==> src/rtl/puf_sequencer_if.sv <==
`timescale 1ns/1ps
`default_nettype none
// ============================================================================
//  Module   : puf_sequencer_if
//  Purpose  : Bundles the sweep-control, PUF datapath, result handshake and
//             status signals of puf_sequencer.
//             Names carry the sequencer's direction (i_ into it, o_ out of it).
//  Modports : master - the sequencer itself
//             slave  - the environment (sweep requester, PUF, result sink)
//  Revision : 1.0 - initial release
// ============================================================================
interface puf_sequencer_if;
  // sweep request
  logic       i_start;
  logic [7:0] i_start_chal;
  logic [7:0] i_num_chal;
  // PUF datapath
  logic       o_puf_reset;
  logic [7:0] o_puf_challenge;
  logic [7:0] i_puf_response;
  logic       i_puf_done;
  // result handshake
  logic       o_resp_valid;
  logic       i_resp_ready;
  logic [7:0] o_resp_chal;
  logic [7:0] o_resp_data;
  logic       o_resp_err;
  // status
  logic       o_busy;
  logic       o_seq_done;
  logic       o_err;
  logic [7:0] o_signature;

  modport master (
    input  i_start, i_start_chal, i_num_chal, i_puf_response, i_puf_done,
           i_resp_ready,
    output o_puf_reset, o_puf_challenge, o_resp_valid, o_resp_chal,
           o_resp_data, o_resp_err, o_busy, o_seq_done, o_err, o_signature
  );

  modport slave (
    output i_start, i_start_chal, i_num_chal, i_puf_response, i_puf_done,
           i_resp_ready,
    input  o_puf_reset, o_puf_challenge, o_resp_valid, o_resp_chal,
           o_resp_data, o_resp_err, o_busy, o_seq_done, o_err, o_signature
  );
endinterface
`default_nettype wire

==> src/rtl/puf_sequencer.sv <==
`timescale 1ns/1ps
`default_nettype none
// ============================================================================
//  Module   : puf_sequencer
//  Purpose  : Runs a sweep of consecutive PUF challenges. Each challenge is:
//             pulse PUF reset, wait for DONE (or time out), hand the result
//             out over a valid/ready handshake. Transferred responses are
//             XOR-folded into a signature; timeouts set a sticky error flag.
//  Ports    : clk   - rising-edge clock
//             rst_n - asynchronous active-low reset
//             bus   - puf_sequencer_if.master (request, PUF, result, status)
//  Params   : RST_CYC     - PUF reset pulse length in cycles (1..255)
//             TIMEOUT_CYC - maximum cycles waiting for DONE (2..2^24)
//  Revision : 1.0 - initial release
// ============================================================================
module puf_sequencer #(
  parameter int RST_CYC     = 4,
  parameter int TIMEOUT_CYC = 65536
) (
  input  wire logic        clk,
  input  wire logic        rst_n,
  puf_sequencer_if.master  bus
);

  typedef enum logic [2:0] {
    S_IDLE = 3'd0,
    S_RST  = 3'd1,
    S_WAIT = 3'd2,
    S_OUT  = 3'd3,
    S_FIN  = 3'd4
  } state_t;

  // Both counters count down/up to a "last" value so the phase length equals
  // the parameter exactly.
  localparam logic [7:0]  c_rst_last = 8'(RST_CYC - 1);
  localparam logic [23:0] c_to_last  = 24'(TIMEOUT_CYC - 1);

  state_t      r_state;
  logic        r_puf_reset;
  logic [7:0]  r_chal;
  logic [7:0]  r_remain;      // 0 loaded from NUM_CHAL wraps to 255 -> 256 results
  logic [7:0]  r_rst_cnt;
  logic [23:0] r_wait_cnt;
  logic        r_resp_valid;
  logic [7:0]  r_resp_chal;
  logic [7:0]  r_resp_data;
  logic        r_resp_err;
  logic        r_busy;
  logic        r_seq_done;
  logic        r_err;
  logic [7:0]  r_sig;

  logic [7:0]  w_remain_dec;
  assign w_remain_dec = r_remain - 8'd1;

  always_ff @(posedge clk or negedge rst_n) begin
    if (!rst_n) begin
      r_state      <= S_IDLE;
      r_puf_reset  <= 1'b1;
      r_chal       <= 8'h00;
      r_remain     <= 8'h00;
      r_rst_cnt    <= 8'h00;
      r_wait_cnt   <= 24'h0;
      r_resp_valid <= 1'b0;
      r_resp_chal  <= 8'h00;
      r_resp_data  <= 8'h00;
      r_resp_err   <= 1'b0;
      r_busy       <= 1'b0;
      r_seq_done   <= 1'b0;
      r_err        <= 1'b0;
      r_sig        <= 8'h00;
    end else begin
      case (r_state)
        S_IDLE: begin
          // PUF reset held from async reset is released on the first edge.
          r_puf_reset <= 1'b0;
          r_seq_done  <= 1'b0;
          if (bus.i_start) begin
            r_chal      <= bus.i_start_chal;
            r_remain    <= bus.i_num_chal;
            r_sig       <= 8'h00;
            r_err       <= 1'b0;
            r_puf_reset <= 1'b1;
            r_rst_cnt   <= c_rst_last;
            r_busy      <= 1'b1;
            r_state     <= S_RST;
          end
        end

        S_RST: begin
          if (r_rst_cnt == 8'h00) begin
            r_puf_reset <= 1'b0;
            r_wait_cnt  <= 24'h0;
            r_state     <= S_WAIT;
          end else begin
            r_rst_cnt <= r_rst_cnt - 8'd1;
          end
        end

        S_WAIT: begin
          // DONE is tested first so a response arriving in the final timeout
          // cycle still counts as a success.
          if (bus.i_puf_done) begin
            r_resp_data  <= bus.i_puf_response;
            r_resp_chal  <= r_chal;
            r_resp_err   <= 1'b0;
            r_resp_valid <= 1'b1;
            r_state      <= S_OUT;
          end else if (r_wait_cnt == c_to_last) begin
            r_resp_data  <= 8'h00;
            r_resp_chal  <= r_chal;
            r_resp_err   <= 1'b1;
            r_err        <= 1'b1;
            r_resp_valid <= 1'b1;
            r_state      <= S_OUT;
          end else begin
            r_wait_cnt <= r_wait_cnt + 24'd1;
          end
        end

        S_OUT: begin
          if (bus.i_resp_ready) begin
            r_resp_valid <= 1'b0;
            r_sig        <= r_sig ^ r_resp_data;
            r_remain     <= w_remain_dec;
            if (w_remain_dec == 8'h00) begin
              r_seq_done <= 1'b1;
              r_state    <= S_FIN;
            end else begin
              // Going straight back to RST keeps results back-to-back.
              r_chal      <= r_chal + 8'd1;
              r_puf_reset <= 1'b1;
              r_rst_cnt   <= c_rst_last;
              r_state     <= S_RST;
            end
          end
        end

        S_FIN: begin
          r_seq_done <= 1'b0;
          r_busy     <= 1'b0;
          r_state    <= S_IDLE;
        end

        default: begin
          r_state <= S_IDLE;
        end
      endcase
    end
  end

  assign bus.o_puf_reset     = r_puf_reset;
  assign bus.o_puf_challenge = r_chal;
  assign bus.o_resp_valid    = r_resp_valid;
  assign bus.o_resp_chal     = r_resp_chal;
  assign bus.o_resp_data     = r_resp_data;
  assign bus.o_resp_err      = r_resp_err;
  assign bus.o_busy          = r_busy;
  assign bus.o_seq_done      = r_seq_done;
  assign bus.o_err           = r_err;
  assign bus.o_signature     = r_sig;

endmodule
`default_nettype wire

==> src/flat_wrapper.sv <==
// flat-port wrapper written by rule: the top's interface ports become plain ports
module puf_sequencer_flat 
#(
  parameter int RST_CYC     = 4,
  parameter int TIMEOUT_CYC = 65536
)
  (clk, rst_n, bus_i_start, bus_i_start_chal, bus_i_num_chal, bus_i_puf_response, bus_i_puf_done, bus_i_resp_ready, bus_o_puf_reset, bus_o_puf_challenge, bus_o_resp_valid, bus_o_resp_chal, bus_o_resp_data, bus_o_resp_err, bus_o_busy, bus_o_seq_done, bus_o_err, bus_o_signature);
  puf_sequencer_if bus_i ();
  input  wire logic clk;
  input  wire logic rst_n;
  input wire logic [$bits(bus_i.i_start)-1:0] bus_i_start;
  input wire logic [$bits(bus_i.i_start_chal)-1:0] bus_i_start_chal;
  input wire logic [$bits(bus_i.i_num_chal)-1:0] bus_i_num_chal;
  input wire logic [$bits(bus_i.i_puf_response)-1:0] bus_i_puf_response;
  input wire logic [$bits(bus_i.i_puf_done)-1:0] bus_i_puf_done;
  input wire logic [$bits(bus_i.i_resp_ready)-1:0] bus_i_resp_ready;
  output wire logic [$bits(bus_i.o_puf_reset)-1:0] bus_o_puf_reset;
  output wire logic [$bits(bus_i.o_puf_challenge)-1:0] bus_o_puf_challenge;
  output wire logic [$bits(bus_i.o_resp_valid)-1:0] bus_o_resp_valid;
  output wire logic [$bits(bus_i.o_resp_chal)-1:0] bus_o_resp_chal;
  output wire logic [$bits(bus_i.o_resp_data)-1:0] bus_o_resp_data;
  output wire logic [$bits(bus_i.o_resp_err)-1:0] bus_o_resp_err;
  output wire logic [$bits(bus_i.o_busy)-1:0] bus_o_busy;
  output wire logic [$bits(bus_i.o_seq_done)-1:0] bus_o_seq_done;
  output wire logic [$bits(bus_i.o_err)-1:0] bus_o_err;
  output wire logic [$bits(bus_i.o_signature)-1:0] bus_o_signature;
  assign bus_i.i_start = bus_i_start;
  assign bus_i.i_start_chal = bus_i_start_chal;
  assign bus_i.i_num_chal = bus_i_num_chal;
  assign bus_i.i_puf_response = bus_i_puf_response;
  assign bus_i.i_puf_done = bus_i_puf_done;
  assign bus_i.i_resp_ready = bus_i_resp_ready;
  assign bus_o_puf_reset = bus_i.o_puf_reset;
  assign bus_o_puf_challenge = bus_i.o_puf_challenge;
  assign bus_o_resp_valid = bus_i.o_resp_valid;
  assign bus_o_resp_chal = bus_i.o_resp_chal;
  assign bus_o_resp_data = bus_i.o_resp_data;
  assign bus_o_resp_err = bus_i.o_resp_err;
  assign bus_o_busy = bus_i.o_busy;
  assign bus_o_seq_done = bus_i.o_seq_done;
  assign bus_o_err = bus_i.o_err;
  assign bus_o_signature = bus_i.o_signature;
  puf_sequencer #(.RST_CYC(RST_CYC), .TIMEOUT_CYC(TIMEOUT_CYC)) u_core (.clk(clk), .rst_n(rst_n), .bus(bus_i));
endmodule
==> config.mk <==
export PLATFORM = sky130hd
export DESIGN_NAME = puf_sequencer_flat
export DESIGN_NICKNAME = d
export VERILOG_FILES = /design/src/rtl/puf_sequencer_if.sv /design/src/rtl/puf_sequencer.sv /design/src/flat_wrapper.sv
export SDC_FILE = /design/constraint.sdc
export NUM_CORES = 1
export LEC_CHECK = 0
export BUFFER_PORTS_ARGS = -buffer_cell sky130_fd_sc_hd__buf_2
export CAP_MARGIN = 20
export CORE_ASPECT_RATIO = 0.75
export CORE_MARGIN = 2
export CORE_UTILIZATION = 42
export DETAILED_ROUTE_END_ITERATION = 8
export GPL_ROUTABILITY_DRIVEN = 0
export PLACE_DENSITY = 0.71
export SYNTH_ARGS = -nofsm -noshare
export SYNTH_HDL_FRONTEND = slang
export SYNTH_SLANG_ARGS = --single-unit
==> constraint.sdc <==
create_clock -name clk -period 1.98 [get_ports clk]
set_input_delay 0.297 -clock clk [delete_from_list [all_inputs] [get_ports clk]]
set_output_delay 0.297 -clock clk [all_outputs]
set_load 0.02 [all_outputs]
==> reports/qor.log, run 1 <==
qor: logic_synthesis.yosys_register_bits 81
qor: global_routing.grt_antenna_before_repair 0
qor: logic_synthesis.synth_enable_flop_cells 0
qor: logic_synthesis.synth.lib_cells_used.distinct 56
qor: logic_synthesis.synthesis.nets 477
qor: die.die_height 90.69 um
qor: layout.area.growth.synth_to_final 33.13%
qor: clock_tree.cts_buffer_depth 2
qor: placed_design.dpl.cell_count 678
qor: timing.final-hold-violation-count 0
qor: layout.antennaDiodeCount 0
qor: setup_path.worst-endpoint-arrival 2310 ps
qor: clock_tree.clock_root_cell sky130_fd_sc_hd__clkbuf_16
qor: flow_run.max_cap_viol_count 0
qor: setup_path.critPathRequiredTime 2250 ps
qor: die.site_rows 31
qor: setup_path.worst_setup_endpoint u_core.r_rst_cnt[6]
qor: logic_synthesis.async_reset_ff_share 100.0%
qor: pwr.power_density 1355 nW/um^2
qor: layout.num-nets-final 601
qor: placed_design.placed_cell_area 5104 sq um
qor: setup_path.critical_path.max_fanout 2
qor: route.routed_wire_length_per_instance 15.51 um
qor: die.placeableCoreArea 9697 sq um
qor: layout.fin_area 5602 sq um
qor: route.drt_drc_violations_left 0
qor: die.effective_utilization_at_floorplan 43.39%
qor: logic_synthesis.yosys_most_used_dff sky130_fd_sc_hd__dfrtp_1
qor: logic_synthesis.ys.warnings.count 0
qor: logic_synthesis.synth_sequential_area_ratio 48.20%
qor: clock_tree.tritoncts built
qor: setup_path.crit_path_end_kind flop
qor: route.vias_per_cell 5.667
qor: route.num_vias 3984
qor: setup_path.crit-reg2reg-capture u_core.r_rst_cnt[6]
qor: die.die_width 119.6 um
qor: global_routing.grt_start_max_net_pins 35
qor: route.detail_route.wirelength 10910 um
qor: layout.fillers 850
qor: setup_path.worst_r2r_startpoint u_core.r_rst_cnt[0]
qor: global_routing.first_global_vias 3670
qor: global_routing.total_overflow_reported_by_the_global_router 0
qor: setup_path.worstSetupStartpoint u_core.r_rst_cnt[0]
qor: logic_synthesis.synth_largest_area_cell sky130_fd_sc_hd__dfrtp_1
qor: outcome.outcome finished, violations left
qor: logic_synthesis.synthesis.area 4208 sq um
qor: route.detail-route-antenna-nets 0
qor: pwr.power.ir.vdd_worst 965.0 uV
qor: route.detail_route.first_pass.iterations 6
qor: timing.worst_slew_pin_slew 467.3 ps
qor: logic_synthesis.share_of_the_synthesized_area_in_the_top_cell_type 47.58%
qor: setup_path.worst-r2r-cell-count 7
qor: layout.finalNonFillerCells 703
qor: timing.min_period_over_period 103.2%
qor: clock_tree.clock_sink_count 81
qor: timing.max_freq 489.4 MHz
qor: clock_tree.cts_htree_levels 3
qor: clock_tree.insertion_delay 340 ps
qor: die.design.die.area 10840 sq um
qor: min_path.worst_hold_path_type in -> reg
qor: global_routing.first_pass_grt_wire_length 17790 um
qor: layout.drive_above_1_share 35.03%
qor: pwr.power 7.591 mW
qor: global_routing.grtUsageTotal 20.19%
qor: timing.grt_setup_unrepaired yes
qor: logic_synthesis.synthesis.area_per_instance 9.520 sq um
qor: timing.worst_path_setup_slack_after_routing -63.48 ps
qor: setup_path.timing.critical_path.from_type flop
qor: placed_design.place.detailed.hpwl 7528 um
qor: timing.final_max_slew_violation_count 0
qor: clock_tree.cts.clk_slew.worst_paths 60 ps
qor: logic_synthesis.postSynthCellCount 442
qor: timing.clock_skew 9.476 ps
qor: timing.period_minus_slack 2043 ps
qor: logic_synthesis.synthTopCellsByArea sky130_fd_sc_hd__dfrtp_1, sky130_fd_sc_hd__nand2_1, sky130_fd_sc_hd__nor2_1
qor: route.initialDrtViolationCount 222
qor: die.pin_count 67
qor: clock_tree.numCtsBuffers 9
qor: timing.relSlewSlack 68.84%
qor: placed_design.portBuffers 66
qor: setup_path.timing.setup.critical_path_class reg -> reg
qor: outcome.failing_checks negative setup slack
qor: setup_path.r2r_setup_slack -60 ps
qor: timing.setup-violations-final 1
qor: pwr.static-leakage-power 2.637 nW
-- cell families after synthesis --
| logic type | Yosys count | share of synthesized area (%) |
|---|---|---|
| buf+inv | 34 | 3.301 |
| fa+ha+maj | 6 | 1.784 |
| compound gates | 120 | 18.97 |
| xor+xnor | 20 | 4.163 |
| mux | 9 | 2.409 |
| flops | 81 | 48.20 |
| simple gates | 172 | 21.17 |
-- how the worst min path moves through the flow --
stage | slack [ps] | start | end | depth (start not counted)
detailed placement | 290 | rst_n | u_core.r_rst_cnt[2] | 1
global route | 170 | bus_i_puf_response[5] | u_core.bus.o_resp_data[5] | 2
global placement | 280 | rst_n | u_core.r_rst_cnt[4] | 1
finish | 170 | bus_i_puf_response[5] | u_core.bus.o_resp_data[5] | 2
floorplan | 1 | rst_n | u_core.bus.o_busy | 0
CTS | 160 | bus_i_puf_response[1] | u_core.bus.o_resp_data[1] | 2
-- critical path, cell delays in order, from the launching register on --
cell                      delay [ps]
sky130_fd_sc_hd__dfrtp_1         400
sky130_fd_sc_hd__inv_2           100
sky130_fd_sc_hd__ha_4            140
sky130_fd_sc_hd__inv_2            30
sky130_fd_sc_hd__or3_4           320
sky130_fd_sc_hd__or3_4           340
sky130_fd_sc_hd__or4_4           520
sky130_fd_sc_hd__a21oi_2         120
-- per-layer routing --
metal	global-route usage, %	part of all wire, %	vias to the layer above
met5	0	0	-
li1	-	-	1875
met4	4.412	1.2	0
met3	5.492	6.8	20
met2	31.00	44	141
met1	28.62	48	1948
-- stage by stage --
| stage | hold slack, ps | utilization, % | setup slack (ps) | TNS (ps) |
|---|---|---|---|---|
| 2_1_floorplan | 1.409 | - | 8.811 | 0 |
| 3_3_place_gp | 283.6 | 52.63 | -69.54 | -584.1 |
| 3_5_place_dp | 287.4 | 52.63 | -139.1 | -1180 |
| 4_1_cts | 160.4 | 56.04 | -33.58 | -33.58 |
| 5_1_grt | 171.3 | 57.77 | -111.4 | -139.0 |
| 6_report | 167.6 | 57.77 | -63.48 | -63.48 |
-- cell usage after synthesis, drive strengths merged (3+ instances only) --
master and n:
and4 4, nor4 7, and3 6, ha 6, a21oi 27, clkbuf 15
nor2b 3, o2111ai 4, a22oi 3, nand3 18, inv 10, nand2 44
or3 5, o22ai 5, nand2b 6, nor3 11, a22o 10, xor2 18
or4 3, nand4 10, dfrtp 80, nor3b 4, mux2 9, nor2 42
o31ai 6, buf 9, a31oi 8, o21ai 29, o211ai 5, a2bb2oi 7
-- placed cells by master, fill, tap and decap left out, types with 4 or more instances in the layout --
master	Yosys	layout
sky130_fd_sc_hd__dfrtp_1	80	77
sky130_fd_sc_hd__buf_2	9	66
sky130_fd_sc_hd__buf_4	0	65
sky130_fd_sc_hd__nand2_1	44	43
sky130_fd_sc_hd__nor2_1	42	40
sky130_fd_sc_hd__o21ai_0	26	26
sky130_fd_sc_hd__a21oi_1	27	24
sky130_fd_sc_hd__nand3_1	18	18
sky130_fd_sc_hd__xor2_1	18	18
sky130_fd_sc_hd__nand4_1	10	10
sky130_fd_sc_hd__a22o_1	10	10
sky130_fd_sc_hd__mux2_2	9	9
sky130_fd_sc_hd__clkbuf_16	0	9
sky130_fd_sc_hd__a31oi_1	8	8
sky130_fd_sc_hd__inv_1	10	7
sky130_fd_sc_hd__nor3_1	8	7
sky130_fd_sc_hd__a2bb2oi_1	7	7
sky130_fd_sc_hd__nand2b_1	6	6
sky130_fd_sc_hd__and3_1	6	6
sky130_fd_sc_hd__o31ai_1	6	6
sky130_fd_sc_hd__o22ai_1	5	5
sky130_fd_sc_hd__nor4_1	7	4
sky130_fd_sc_hd__o2111ai_1	4	4
sky130_fd_sc_hd__o211ai_1	4	4
sky130_fd_sc_hd__ha_1	6	4
-- area by class of cell --
cell class              instances  area (sq um)  share of cell area (%)
well taps                     132         165.2                   2.948
clock inverters                 5         46.29                  0.8264
inverters                      10         37.54                  0.6701
multi-input cells             328          2177                   38.87
clock buffers                  11         252.7                   4.512
repair buffers                136         890.9                   15.90
flip-flops and latches         81          2032                   36.27
-- what timing repair did --
item	CTS	global route
resized for setup	4	29
pin swaps	1	9
endpoints found under the hold margin	31	0
hold buffers	1	0
setup endpoints to repair	16	52
gates cloned	0	2
setup buffers	1	5
-- state kept, by name (all words and copies together), names as in the netlist, 3 cells and up --
name                        count
u_core.bus.o_signature          8
u_core.r_state                  3
u_core.r_wait_cnt              24
u_core.r_rst_cnt                8
u_core.r_remain                 8
u_core.bus.o_puf_challenge      8
u_core.bus.o_resp_data          8
u_core.bus.o_resp_chal          8
-- power breakdown --
group	total (mW)	leakage, nW	internal (mW)	switching [mW]
clock	1.67	0.149	0.941	0.729
combinational	3.19	1.45	1.42	1.78
sequential	2.73	1.03	2.19	0.538
total	7.59	2.64	4.55	3.04
Note: power is estimated with default switching activity, not from simulation.
==> inputs of run 2 (changes only) <==
--- a/config.mk
+++ b/config.mk
@@ -11,7 +11,7 @@
 export CORE_MARGIN = 2
 export CORE_UTILIZATION = 42
 export DETAILED_ROUTE_END_ITERATION = 8
-export GPL_ROUTABILITY_DRIVEN = 0
+export GPL_TIMING_DRIVEN = 0
 export PLACE_DENSITY = 0.71
 export SYNTH_ARGS = -nofsm -noshare
 export SYNTH_HDL_FRONTEND = slang
==> reports/qor.log, run 2 (same netlist as run 1, synthesis figures left out) <==
qor: outcome.outcome completed
qor: die.die_width 119.6 um [unchanged]
qor: timing.finalHoldWorstSlack 167.1 ps [-0.5000 ps]
qor: placed_design.place.detailed.hpwl 7155 um [-5.0%]
qor: placed_design.portBuffers 65 [-1.5%]
qor: clock_tree.tritoncts built
qor: placed_design.gp_routability_congestion 0.8644
qor: timing.grt_setup_unrepaired yes
qor: route.num_vias 3886 [-2.5%]
qor: flow_run.max_cap_viol_count 0 [unchanged]
qor: die.pin_count 67 [unchanged]
qor: layout.mostFrequentLayoutCells sky130_fd_sc_hd__dfrtp_1, sky130_fd_sc_hd__buf_2, sky130_fd_sc_hd__nand2_1
qor: timing.period_minus_slack 1959 ps [-84.23 ps]
qor: pwr.switching_power 3.057 mW [+0.42%]
qor: die.site_rows 31 [unchanged]
qor: timing.max_freq 510.4 MHz [+4.3%]
qor: clock_tree.cts_htree_levels 3 [unchanged]
qor: pwr.p_sw_share 40.98% [+0.88 points]
qor: layout.num-nets-final 589 [-2.0%]
qor: layout.final_common_cell sky130_fd_sc_hd__dfrtp_1
qor: global_routing.grt_use_met2 30.86% [-0.14 points]
qor: pwr.power_density 1331 nW/um^2 [-1.8%]
qor: timing.relSlewSlack 66.99% [-1.9 points]
qor: pwr.power 7.460 mW [-1.7%]
qor: global_routing.grt_start_max_net_pins 64 [+83%]
qor: route.routed_wire_length_per_instance 15.92 um [+2.6%]
qor: pwr.cellInternalPower 4.403 mW [-3.2%]
qor: setup_path.critPathRequiredTime 2260 ps [about the same]
qor: layout.area.growth.synth_to_final 33.24% [about the same]
qor: pwr.power.combinational.fraction 41.8% [-0.3 points]
qor: pwr.pwr-share-seq 36.4% [+0.5 points]
qor: route.initialDrtViolationCount 261 [+18%]
qor: clock_tree.cts.clk_slew.worst_paths 60 ps [about the same]
qor: route.vias_per_cell 5.624 [-0.77%]
qor: global_routing.first_global_vias 3724 [+1.5%]
qor: route.drt_drc_violations_left 0 [unchanged]
qor: global_routing.routing_usage_on_met3 6.061% [+0.57 points]
qor: die.die_height 90.69 um [unchanged]
qor: timing.clock_skew 7.263 ps [-2.212 ps]
qor: setup_path.timing.critical_path.from_type flop
qor: global_routing.gr-max-usage-layer met2
qor: global_routing.grtUsageTotal 20.84% [+0.65 points]
qor: route.detail-route-antenna-nets 0 [unchanged]
qor: timing.final-hold-violation-count 0 [unchanged]
qor: layout.drive_above_1_share 35.06% [+0.036 points]
qor: timing.setup-tns-final 0 ps [+63.48 ps]
qor: die.placeableCoreArea 9697 sq um [unchanged]
qor: route.detail_route.first_pass.iterations 4 [-2]
qor: global_routing.first_pass_grt_wire_length 18000 um [+1.2%]
qor: clock_tree.clock_sink_count 81 [unchanged]
qor: pwr.power.clock.fraction 21.7% [-0.3 points]
qor: clock_tree.numCtsBuffers 9 [unchanged]
qor: timing.setup-violations-final 0 [-1]
qor: setup_path.worst-endpoint-arrival 2230 ps [-80 ps]
qor: setup_path.timing.setup.critical_path_class reg -> reg
qor: global_routing.grt_antenna_before_repair 0 [unchanged]
qor: die.effective_utilization_at_floorplan 43.39% [unchanged]
qor: global_routing.global_route.usage.met1 28.96% [+0.35 points]
qor: route.detail_route.wirelength 11000 um [+0.89%]
qor: clock_tree.cts_buffer_depth 2 [unchanged]
qor: clock_tree.insertion_delay 350 ps [about the same]
qor: timing.final_max_slew_violation_count 0 [unchanged]
qor: timing.min_period_over_period 98.95% [-4.3 points]
qor: die.design.die.area 10840 sq um [unchanged]
qor: pwr.power.ir.vdd_worst 850.7 uV [-12%]
qor: timing.worst_slew_pin_slew 495.2 ps [+27.85 ps]
qor: layout.largest-register u_core.r_wait_cnt
qor: layout.fillers 835 [-1.8%]
qor: setup_path.crit_path_end_kind flop
qor: min_path.worst_hold_path_type in -> reg
qor: pwr.static-leakage-power 2.594 nW [-1.7%]
qor: setup_path.critical_path.max_fanout 3 [+1]
qor: layout.antennaDiodeCount 0 [unchanged]
qor: setup_path.r2r_setup_slack 20 ps [+80 ps]
qor: clock_tree.clock_root_cell sky130_fd_sc_hd__clkbuf_16
qor: global_routing.total_overflow_reported_by_the_global_router 0 [unchanged]
qor: layout.largest_register_ffs 24 [unchanged]
[run 2: cell count changes in the layout (fill, tap and decap cells not counted), sizes merged]
cell      delta
buf         -24
inv          +1
o21ai        -1
clkinvlp     +3
clkbuf      +11
clkinv       -2
[run 2: per-layer routing]
| metal | part of all wire, % | routed length [um] |
|---|---|---|
| met1 | 46 | 5074 |
| met2 | 46 | 5107 |
| met3 | 6.4 | 704 |
| met4 | 1.1 | 117 |
| met5 | 0 | 0 |
[run 2: final cells by class]
| class | count | area [sq um] | share of cell area [%] |
|---|---|---|---|
| repair buffers | 104 | 663.1 | 11.83 |
| flip-flops and latches | 81 | 2031 | 36.22 |
| clock inverters | 7 | 62.56 | 1.116 |
| clock buffers | 9 | 225.2 | 4.017 |
| plain buffers | 21 | 136.4 | 2.432 |
| inverters | 10 | 37.54 | 0.6695 |
| well taps | 132 | 165.2 | 2.946 |
| multi-input cells | 327 | 2286 | 40.77 |
[run 2: worst max-delay path: stages (launching register included)]
cell                      delay (ps)
sky130_fd_sc_hd__dfrtp_1         400
sky130_fd_sc_hd__inv_2            70
sky130_fd_sc_hd__ha_2            160
sky130_fd_sc_hd__inv_2            40
sky130_fd_sc_hd__or3_4           340
sky130_fd_sc_hd__or3_4           340
sky130_fd_sc_hd__or4_4           420
sky130_fd_sc_hd__a21oi_2         130
[run 2: worst paths after layout]
kind,end,from,cells past startpoint
min in group asynchronous,u_core.r_wait_cnt[23],rst_n,2
hold / removal,u_core.bus.o_resp_data[7],bus_i_puf_response[7],2
setup reg to reg,u_core.r_rst_cnt[6],u_core.r_rst_cnt[1],7
setup / recovery,u_core.r_rst_cnt[6],u_core.r_rst_cnt[1],7
hold reg to reg,u_core.bus.o_resp_chal[5],u_core.bus.o_resp_chal[5],1
max in group asynchronous,u_core.r_state[0],rst_n,3
[run 2: per-stage QoR]
stage | instance area (sq um) | setup slack (ps) | utilization (%) | std cells
2_1_floorplan | 4223 | 8.811 | - | 442
3_3_place_gp | 4713 | -281.5 | 48.61 | 639
3_5_place_dp | 4743 | -321.9 | 48.92 | 640
4_1_cts | 5278 | -32.75 | 54.43 | 667
5_1_grt | 5607 | -42.79 | 57.82 | 691
6_report | 5607 | 20.75 | 57.82 | 691
[run 2: what timing repair did]
item,in CTS,in global routing
endpoints found under the hold margin,18,0
resized for setup,40,38
buffers inserted,12,24
gates cloned,0,1
setup endpoints to repair,65,70
pin swaps,6,24
hold buffers,1,0
[run 2: power by group through the flow]
| stage | Sequential (mW) | Clock (mW) | Combinational, mW |
|---|---|---|---|
| after global placement | 2.68 | 0 | 2.61 |
| after CTS | 2.70 | 1.66 | 2.89 |
| after floorplan | 2.98 | 0 | 1.56 |
| after global routing | 2.79 | 1.73 | 3.43 |
| after detailed placement | 2.69 | 0 | 2.71 |
| final | 2.72 | 1.62 | 3.12 |
